**config.mk**
```make
export PLATFORM = sky130hd
export DESIGN_NAME = instruction_decoder
export DESIGN_NICKNAME = d
export VERILOG_FILES = /design/src/rtl/v30_decode_pkg.sv /design/src/rtl/opcode_attributes.sv /design/src/rtl/instruction_decoder.sv
export SDC_FILE = /design/constraint.sdc
export NUM_CORES = 1
export LEC_CHECK = 0
export BUFFER_PORTS_ARGS = -buffer_cell sky130_fd_sc_hd__buf_2
export CAP_MARGIN = 20
export CORE_ASPECT_RATIO = 0.7
export CORE_UTILIZATION = 60
export CTS_CLUSTER_SIZE = 14
export DETAILED_ROUTE_END_ITERATION = 10
export GPL_TIMING_DRIVEN = 0
export PLACE_DENSITY = 0.86
export RECOVER_POWER = 50
export SLEW_MARGIN = 20
export SYNTH_ARGS = -nofsm -noshare
export SYNTH_HDL_FRONTEND = slang
export SYNTH_HIERARCHICAL = 1
export SYNTH_SLANG_ARGS = --single-unit
```
**constraint.sdc**
```tcl
create_clock -name clk -period 11.2 [get_ports clk]
set_clock_uncertainty 0.15 [all_clocks]
set_input_delay 1.12 -clock clk [delete_from_list [all_inputs] [get_ports clk]]
set_output_delay 1.12 -clock clk [all_outputs]
set_load 0.01 [all_outputs]
```
**src/rtl/v30_decode_pkg.sv**
```systemverilog
`default_nettype none
// ============================================================================
// Module   : v30_decode_pkg
// Brief    : Shared decode types, constants and opcode classification helpers
//            for the byte-serial x86/V30 instruction decoder.
// Revision : 1.0 - initial release
// ============================================================================
package v30_decode_pkg;

  // Decoder sequencing states
  typedef enum logic [3:0] {
    ST_OPCODE  = 4'd0,
    ST_MODRM   = 4'd1,
    ST_DISP_LO = 4'd2,
    ST_DISP_HI = 4'd3,
    ST_IMM_LO  = 4'd4,
    ST_IMM_HI  = 4'd5,
    ST_IMM2_LO = 4'd6,
    ST_IMM2_HI = 4'd7,
    ST_VALID   = 4'd8
  } dec_state_e;

  // Immediate layout classes: none, byte, word, word+word (far ptr), word+byte (ENTER)
  typedef enum logic [2:0] {
    IMM_NONE = 3'd0,
    IMM_B    = 3'd1,
    IMM_W    = 3'd2,
    IMM_W_W  = 3'd3,
    IMM_W_B  = 3'd4
  } imm_class_e;

  // Register index: bit 3 set selects the byte registers AL..BH, clear selects AX..DI
  typedef logic [3:0] reg_idx_t;
  localparam reg_idx_t REG_NONE = 4'd0;

  // Prefix bytes
  localparam logic [7:0] PFX_ES   = 8'h26;
  localparam logic [7:0] PFX_CS   = 8'h2E;
  localparam logic [7:0] PFX_SS   = 8'h36;
  localparam logic [7:0] PFX_DS   = 8'h3E;
  localparam logic [7:0] PFX_LOCK = 8'hF0;
  localparam logic [7:0] PFX_REPN = 8'hF2;
  localparam logic [7:0] PFX_REP  = 8'hF3;

  function automatic reg_idx_t reg_index(input logic byte_reg, input logic [2:0] num);
    return {byte_reg, num};
  endfunction

  function automatic logic is_seg_prefix(input logic [7:0] op);
    return (op == PFX_ES) || (op == PFX_CS) || (op == PFX_SS) || (op == PFX_DS);
  endfunction

  function automatic logic has_modrm(input logic [7:0] op);
    logic r;
    r = (op[7:6] == 2'b00) && !op[2];
    case (op) inside
      8'h62, 8'h63, 8'h69, 8'h6B, [8'h80:8'h8F], 8'hC0, 8'hC1, [8'hC4:8'hC7],
      [8'hD0:8'hD3], [8'hD8:8'hDF], 8'hF6, 8'hF7, 8'hFE, 8'hFF: r = 1'b1;
      default: ;
    endcase
    return r;
  endfunction

  // Immediate layout; the reg field only matters for the F6/F7 group (TEST carries an immediate)
  function automatic imm_class_e imm_bytes(input logic [7:0] op, input logic [2:0] reg_f);
    imm_class_e c;
    c = IMM_NONE;
    if ((op[7:6] == 2'b00) && (op[2:0] == 3'd4)) begin
      c = IMM_B;
    end else if ((op[7:6] == 2'b00) && (op[2:0] == 3'd5)) begin
      c = IMM_W;
    end else begin
      case (op) inside
        8'h6A, 8'h6B, 8'h80, 8'h82, 8'h83, 8'hA8, [8'hB0:8'hB7], 8'hC0, 8'hC1, 8'hC6,
        8'hCD, [8'hE4:8'hE7], 8'hEB, [8'h70:8'h7F], [8'hE0:8'hE3]: c = IMM_B;
        8'h68, 8'h69, 8'h81, 8'hA9, [8'hB8:8'hBF], 8'hC2, 8'hCA, 8'hC7, 8'hE8, 8'hE9: c = IMM_W;
        8'hF6: if (reg_f == 3'd0) c = IMM_B;
        8'hF7: if (reg_f == 3'd0) c = IMM_W;
        8'h9A, 8'hEA: c = IMM_W_W;
        8'hC8: c = IMM_W_B;
        default: ;
      endcase
    end
    return c;
  endfunction

  function automatic logic imm_sext(input logic [7:0] op);
    logic r;
    r = 1'b0;
    case (op) inside
      8'h6A, 8'h6B, 8'h83, [8'h70:8'h7F], [8'hE0:8'hE3], 8'hEB: r = 1'b1;
      default: ;
    endcase
    return r;
  endfunction

endpackage
`default_nettype wire

```
**src/rtl/opcode_attributes.sv**
```systemverilog
`default_nettype none
// ============================================================================
// Module   : opcode_attributes
// Brief    : Combinational opcode attribute table (ModRM presence, immediate
//            class and signedness, d/w register usage, direct displacement).
// Revision : 1.0 - initial release
// ============================================================================
module opcode_attributes
  import v30_decode_pkg::*;
(
  input  logic [7:0] op,
  input  logic [2:0] reg_f,
  output logic       modrm,
  output imm_class_e imm_cls,
  output logic       imm_signed,
  output logic       dw_group,
  output logic       disp_direct
);

  // Pure table lookup on the opcode (and reg field for the F6/F7 group)
  always_comb begin
    modrm       = has_modrm(op);
    imm_cls     = imm_bytes(op, reg_f);
    imm_signed  = imm_sext(op);
    dw_group    = ((op[7:6] == 2'b00) && !op[2]) || ((op >= 8'h84) && (op <= 8'h8B));
    disp_direct = (op[7:2] == 6'b1010_00);
  end

endmodule
`default_nettype wire

```
**src/rtl/instruction_decoder.sv**
```systemverilog
`default_nettype none
// ============================================================================
// Module   : instruction_decoder
// Brief    : Byte-serial x86/V30 decoder; collects prefixes, opcode, ModRM,
//            displacement and immediates, then hands one decoded instruction
//            to the microsequencer under valid/ready.
// Revision : 1.0 - initial release
// ============================================================================
module instruction_decoder
  import v30_decode_pkg::*;
(
  input  logic        clk,
  input  logic        reset,
  input  logic        flush,
  input  logic [7:0]  fetch_data,
  input  logic        fetch_valid,
  output logic        fetch_ready,
  output logic        decode_valid,
  input  logic        decode_ready,
  output logic [7:0]  opcode,
  output logic [1:0]  mod,
  output logic [2:0]  rm,
  output logic [2:0]  reg_field,
  output logic [3:0]  src,
  output logic [3:0]  dst,
  output logic [15:0] disp,
  output logic [15:0] imm,
  output logic        imm_size,
  output logic [15:0] imm2,
  output logic [2:0]  seg_override,
  output logic [1:0]  rep,
  output logic        lock,
  output logic [3:0]  length
);

  dec_state_e  state_q, state_d;
  logic        decode_valid_q, decode_valid_d;
  logic [7:0]  opcode_q, opcode_d;
  logic [1:0]  mod_q, mod_d;
  logic [2:0]  rm_q, rm_d;
  logic [2:0]  reg_q, reg_d;
  reg_idx_t    src_q, src_d, dst_q, dst_d;
  logic [15:0] disp_q, disp_d, imm_q, imm_d, imm2_q, imm2_d;
  logic        imm_size_q, imm_size_d;
  logic [2:0]  seg_q, seg_d;
  logic [1:0]  rep_q, rep_d;
  logic        lock_q, lock_d;
  logic [3:0]  length_q, length_d;
  logic        disp2_q, disp2_d;

  logic        accept;
  logic [7:0]  attr_op;
  logic [2:0]  attr_reg;
  logic        attr_modrm, attr_signed, attr_dw, attr_direct;
  imm_class_e  attr_imm;
  dec_state_e  after_disp;

  // Look up the byte being decoded in OPCODE, the latched opcode afterwards;
  // the reg field comes straight off the bus while the ModRM byte is accepted
  assign attr_op  = (state_q == ST_OPCODE) ? fetch_data : opcode_q;
  assign attr_reg = (state_q == ST_MODRM) ? fetch_data[5:3] : reg_q;

  opcode_attributes u_attr (
    .op          (attr_op),
    .reg_f       (attr_reg),
    .modrm       (attr_modrm),
    .imm_cls     (attr_imm),
    .imm_signed  (attr_signed),
    .dw_group    (attr_dw),
    .disp_direct (attr_direct)
  );

  // A flush cycle never consumes a byte, so ready is gated by it as well
  assign fetch_ready = reset && !flush && (state_q != ST_VALID);
  assign accept      = fetch_valid && fetch_ready;
  assign after_disp  = (attr_imm != IMM_NONE) ? ST_IMM_LO : ST_VALID;

  // Next-state and field-collection logic for every decode register
  always_comb begin
    state_d    = state_q;
    opcode_d   = opcode_q;
    mod_d      = mod_q;
    rm_d       = rm_q;
    reg_d      = reg_q;
    src_d      = src_q;
    dst_d      = dst_q;
    disp_d     = disp_q;
    imm_d      = imm_q;
    imm2_d     = imm2_q;
    imm_size_d = imm_size_q;
    seg_d      = seg_q;
    rep_d      = rep_q;
    lock_d     = lock_q;
    length_d   = length_q;
    disp2_d    = disp2_q;

    if (flush) begin
      state_d  = ST_OPCODE;
      seg_d    = 3'd0;
      rep_d    = 2'd0;
      lock_d   = 1'b0;
      length_d = 4'd0;
    end else if (state_q == ST_VALID) begin
      if (decode_ready) begin
        state_d  = ST_OPCODE;
        seg_d    = 3'd0;
        rep_d    = 2'd0;
        lock_d   = 1'b0;
        length_d = 4'd0;
      end
    end else if (accept) begin
      if (length_q != 4'hF) length_d = length_q + 4'd1;
      case (state_q)
        ST_OPCODE: begin
          if (is_seg_prefix(fetch_data)) begin
            seg_d = {1'b1, fetch_data[4:3]};
          end else if (fetch_data == PFX_LOCK) begin
            lock_d = 1'b1;
          end else if ((fetch_data == PFX_REPN) || (fetch_data == PFX_REP)) begin
            rep_d = {1'b1, fetch_data[0]};
          end else begin
            opcode_d   = fetch_data;
            mod_d      = 2'd0;
            rm_d       = 3'd0;
            reg_d      = 3'd0;
            disp_d     = 16'd0;
            imm_d      = 16'd0;
            imm2_d     = 16'd0;
            imm_size_d = 1'b0;
            disp2_d    = 1'b0;
            src_d      = REG_NONE;
            dst_d      = REG_NONE;
            if (fetch_data[7:4] == 4'hB) begin
              dst_d = reg_index(~fetch_data[3], fetch_data[2:0]);
            end else if ((fetch_data >= 8'h40) && (fetch_data <= 8'h5F)) begin
              dst_d = reg_index(1'b0, fetch_data[2:0]);
              src_d = reg_index(1'b0, fetch_data[2:0]);
            end
            if (attr_modrm) begin
              state_d = ST_MODRM;
            end else if (attr_direct) begin
              disp2_d = 1'b1;
              state_d = ST_DISP_LO;
            end else begin
              state_d = after_disp;
            end
          end
        end
        ST_MODRM: begin
          mod_d = fetch_data[7:6];
          reg_d = fetch_data[5:3];
          rm_d  = fetch_data[2:0];
          if (attr_dw && opcode_q[1]) begin
            dst_d = reg_index(~opcode_q[0], fetch_data[5:3]);
            src_d = reg_index(~opcode_q[0], fetch_data[2:0]);
          end else begin
            src_d = reg_index(~opcode_q[0], fetch_data[5:3]);
            dst_d = reg_index(~opcode_q[0], fetch_data[2:0]);
          end
          if (fetch_data[7:6] == 2'b01) begin
            disp2_d = 1'b0;
            state_d = ST_DISP_LO;
          end else if ((fetch_data[7:6] == 2'b10) ||
                       ((fetch_data[7:6] == 2'b00) && (fetch_data[2:0] == 3'b110))) begin
            disp2_d = 1'b1;
            state_d = ST_DISP_LO;
          end else begin
            state_d = after_disp;
          end
        end
        ST_DISP_LO: begin
          disp_d  = {{8{fetch_data[7]}}, fetch_data};
          state_d = disp2_q ? ST_DISP_HI : after_disp;
        end
        ST_DISP_HI: begin
          disp_d[15:8] = fetch_data;
          state_d      = after_disp;
        end
        ST_IMM_LO: begin
          imm_d      = attr_signed ? {{8{fetch_data[7]}}, fetch_data} : {8'h00, fetch_data};
          imm_size_d = 1'b0;
          state_d    = (attr_imm == IMM_B) ? ST_VALID : ST_IMM_HI;
        end
        ST_IMM_HI: begin
          imm_d[15:8] = fetch_data;
          imm_size_d  = 1'b1;
          state_d     = ((attr_imm == IMM_W_W) || (attr_imm == IMM_W_B)) ? ST_IMM2_LO : ST_VALID;
        end
        ST_IMM2_LO: begin
          imm2_d  = {8'h00, fetch_data};
          state_d = (attr_imm == IMM_W_W) ? ST_IMM2_HI : ST_VALID;
        end
        ST_IMM2_HI: begin
          imm2_d[15:8] = fetch_data;
          state_d      = ST_VALID;
        end
        default: state_d = state_q;
      endcase
    end

    decode_valid_d = (state_d == ST_VALID);
  end

  // Decoder state and registered outputs
  always_ff @(posedge clk or negedge reset) begin
    if (!reset) begin
      state_q        <= ST_OPCODE;
      decode_valid_q <= 1'b0;
      opcode_q       <= 8'd0;
      mod_q          <= 2'd0;
      rm_q           <= 3'd0;
      reg_q          <= 3'd0;
      src_q          <= REG_NONE;
      dst_q          <= REG_NONE;
      disp_q         <= 16'd0;
      imm_q          <= 16'd0;
      imm2_q         <= 16'd0;
      imm_size_q     <= 1'b0;
      seg_q          <= 3'd0;
      rep_q          <= 2'd0;
      lock_q         <= 1'b0;
      length_q       <= 4'd0;
      disp2_q        <= 1'b0;
    end else begin
      state_q        <= state_d;
      decode_valid_q <= decode_valid_d;
      opcode_q       <= opcode_d;
      mod_q          <= mod_d;
      rm_q           <= rm_d;
      reg_q          <= reg_d;
      src_q          <= src_d;
      dst_q          <= dst_d;
      disp_q         <= disp_d;
      imm_q          <= imm_d;
      imm2_q         <= imm2_d;
      imm_size_q     <= imm_size_d;
      seg_q          <= seg_d;
      rep_q          <= rep_d;
      lock_q         <= lock_d;
      length_q       <= length_d;
      disp2_q        <= disp2_d;
    end
  end

  assign decode_valid = decode_valid_q;
  assign opcode       = opcode_q;
  assign mod          = mod_q;
  assign rm           = rm_q;
  assign reg_field    = reg_q;
  assign src          = src_q;
  assign dst          = dst_q;
  assign disp         = disp_q;
  assign imm          = imm_q;
  assign imm_size     = imm_size_q;
  assign imm2         = imm2_q;
  assign seg_override = seg_q;
  assign rep          = rep_q;
  assign lock         = lock_q;
  assign length       = length_q;

endmodule
`default_nettype wire

```
==> metrics.cfg <==
[synth]
ys.warnings.count = 6
synth_fa_ha_area_share_pct = 0.253
synth_ff_type = dfrtp_1
synth_compound_area_share_pct = 20.6
ys_ff_latch = 89
synthArstFlopShare_pct = 100
synth_edf_count = 0
yosysSeqAreaShare_pct = 45.1
avgSynthCellArea_um2 = 9.47
syn-num-nets = 536
synth_mux_area_share_pct = 4.91
synthSimpleGateAreaFrac_pct = 22.6
synth_top_family_by_area = simple AND/OR/NAND/NOR gates
synth-xor-area-share_pct = 0.532
syn_area_mm2 = 0.00494
syn_inst = 522
yosysUniqueCellTypes = 77

[clocking]
root_buffer = clkbuf_16
clk_pin_slew_ns = 0.07
post-cts-setup-buffers = 0
hold_buffers = 0
ctsResizeCount = 0
cts.sinks = 89
clkLatencyLatePin_ns = 0.35
cts_buffers = 9
ctsHtreeMaxLevel = 3
cts_tree = built
max-clock-path-buffers = 2

[grt]
grtUsageTotal_pct = 34.0
overflow = 0
grt_max_degree = 56
grt_pass1_wl_um = 22600
first_global_vias = 4209
antenna_found_initial = 0

[placed_design]
place_hpwl_um = 9750
port_buffers = 96
pre_cts_slack_ns = 6.32
gp_congestion = 0.969
postPlaceCellArea_mm2 = 0.00558

[floorplan]
core_mm2 = 0.00794
ios = 98
die-area_mm2 = 0.00861
die_width_um = 110
fp.dieH_um = 77.9
fp-row-count = 27
start_util_pct = 62.3

[detailed_routing]
drc = 0
vias = 4626
totalWireLength_um = 14200
via_per_inst = 6.29
ant_nets = 0
first_iter_violations = 537
drtPass1Iterations = 5
wl_per_cell_um = 19.2

[power_and_ir_drop]
leakagePower_nw = 2.61
p_per_area_mw_per_mm2 = 251
irDropWorstVdd_mv = 0.161

[status]
violations = capacitance limit, slew limit
status = complete, but fails checks

[sta]
max_slew_margin_pct = -89.3
fmax_mhz = 154
setup_viol = 0
tightestPinTransition_ns = 2.84
worst_slack_ns = 4.69
period_share_pct = 58.1
tns_ns = 0
maxSlewViolCount = 94
rsz0062_at_grt = no
period_minus_slack_ns = 6.51
hold_viol = 0

[worst_setup_path]
worstSetupPathDepth = 10
crit_arrival_ns = 6.58
cp-startpoint = reset
crit_slowest_cell = clkbuf_1
cp-end-kind = register
endpoint = imm2[11]
cp-start-kind = primary input
worstReg2RegStart = state_q[0]
cpPeakStageDelay_ns = 2.10
worstRegToRegCells = 14
worstSetupPathType = in -> reg
crit_required_ns = 11.27
cp_max_fo = 55
ff2ff_setup_slack_ns = 6.63
crit_top_cell = clkbuf_1
cp_top_family = buffers and inverters
r2r-end = decode_valid
cp_cell_sequence = clkbuf_1 -> clkbuf_1 -> nand2_1 -> inv_1 -> nand2_4 -> or3_1 -> clkbuf_1 -> buf_6 -> nand2_1 -> o21ai_0
crit_buf_inv = 5

[cells_and_area]
drive_gt1_share_pct = 21.3
post-route-util_pct = 73.2
areaGrowthSynthToFinish_pct = 17.5
layout.nets = 644
layout_commonest_cell = dfrtp_1
antenna_cells = 0
fin_area_mm2 = 0.00581
final_cell_mix = dfrtp_1, buf_2, clkbuf_1

[worst_hold_path]
hold_class = reg -> reg

[job]
cap_viol_max_count = 2

## stage by stage
stage	hold slack [ns]	std cells	total power, W
finish	0.327	736	0.00146
global route	0.334	736	0.00154
CTS	0.325	736	0.00146
detailed placement	0.311	720	0.00114
global placement	0.307	719	0.00114
floorplan	0.355	522	0.000932
## final cells by class
cell class              instances  area, um^2
flip-flops and latches         89        2230
fillers                       596        2130
multi-input cells             367        2420
repair buffers                 97         430
clock buffers                  10         229
inverters                      26        97.6
well taps                     101         126
clock inverters                 6        80.1
plain buffers                  40         199
## cell families after synthesis
kind of cell | Yosys count
compound gates | 153
xor+xnor | 3
fa+ha+maj | 1
buf+inv | 66
flops | 89
mux | 22
simple gates | 188
## power breakdown
part           internal [W]  switching, W
Sequential         0.000405     0.0000584
Combinational      0.000259      0.000427
Clock              0.000176      0.000134
Total              0.000841      0.000620
## flip-flops by register name, summed over array words and instances, names as in the netlist, 2 cells and up
signal	cells
rep	2
seg_override	3
opcode	8
imm	16
src	4
imm2	16
reg_field	3
length	4
state_q	4
disp	16
mod	2
dst	4
rm	3
## cell usage after synthesis (5+ instances only)
master / instances / area share [%]
o21ai_0: 41 / 4.2
buf_2: 18 / 1.8
nand2b_1: 5 / 0.63
nand3b_1: 7 / 1.1
o22ai_1: 5 / 0.63
a22oi_1: 7 / 1.1
a22o_1: 15 / 2.7
inv_1: 26 / 2.0
nor3_1: 13 / 1.3
clkbuf_1: 16 / 1.2
a21oi_1: 36 / 3.6
mux2_2: 18 / 4.1
a21o_1: 8 / 1.2
nand3_1: 21 / 2.1
nor3b_1: 5 / 0.76
dfrtp_1: 89 / 45
nand2_1: 49 / 3.7
nor2_1: 35 / 2.7
a211oi_1: 8 / 1.2
## layer usage
layer	part of all wire (%)	track usage [%]
met2	42	48.3
met5	0	0
met1	45	51.1
met3	11	8.36
met4	1.8	10.0
## how the worst min path moves through the flow
stage	cells past startpoint	startpoint	endpoint	slack (ns)
floorplan	2	disp2_q	disp2_q	0.35
global placement	2	imm2[9]	imm2[9]	0.31
detailed placement	1	imm[13]	imm[13]	0.31
CTS	1	imm[13]	imm[13]	0.32
global route	1	imm[13]	imm[13]	0.33
finish	1	imm[13]	imm[13]	0.33
Note: power is estimated with default switching activity, not from simulation.
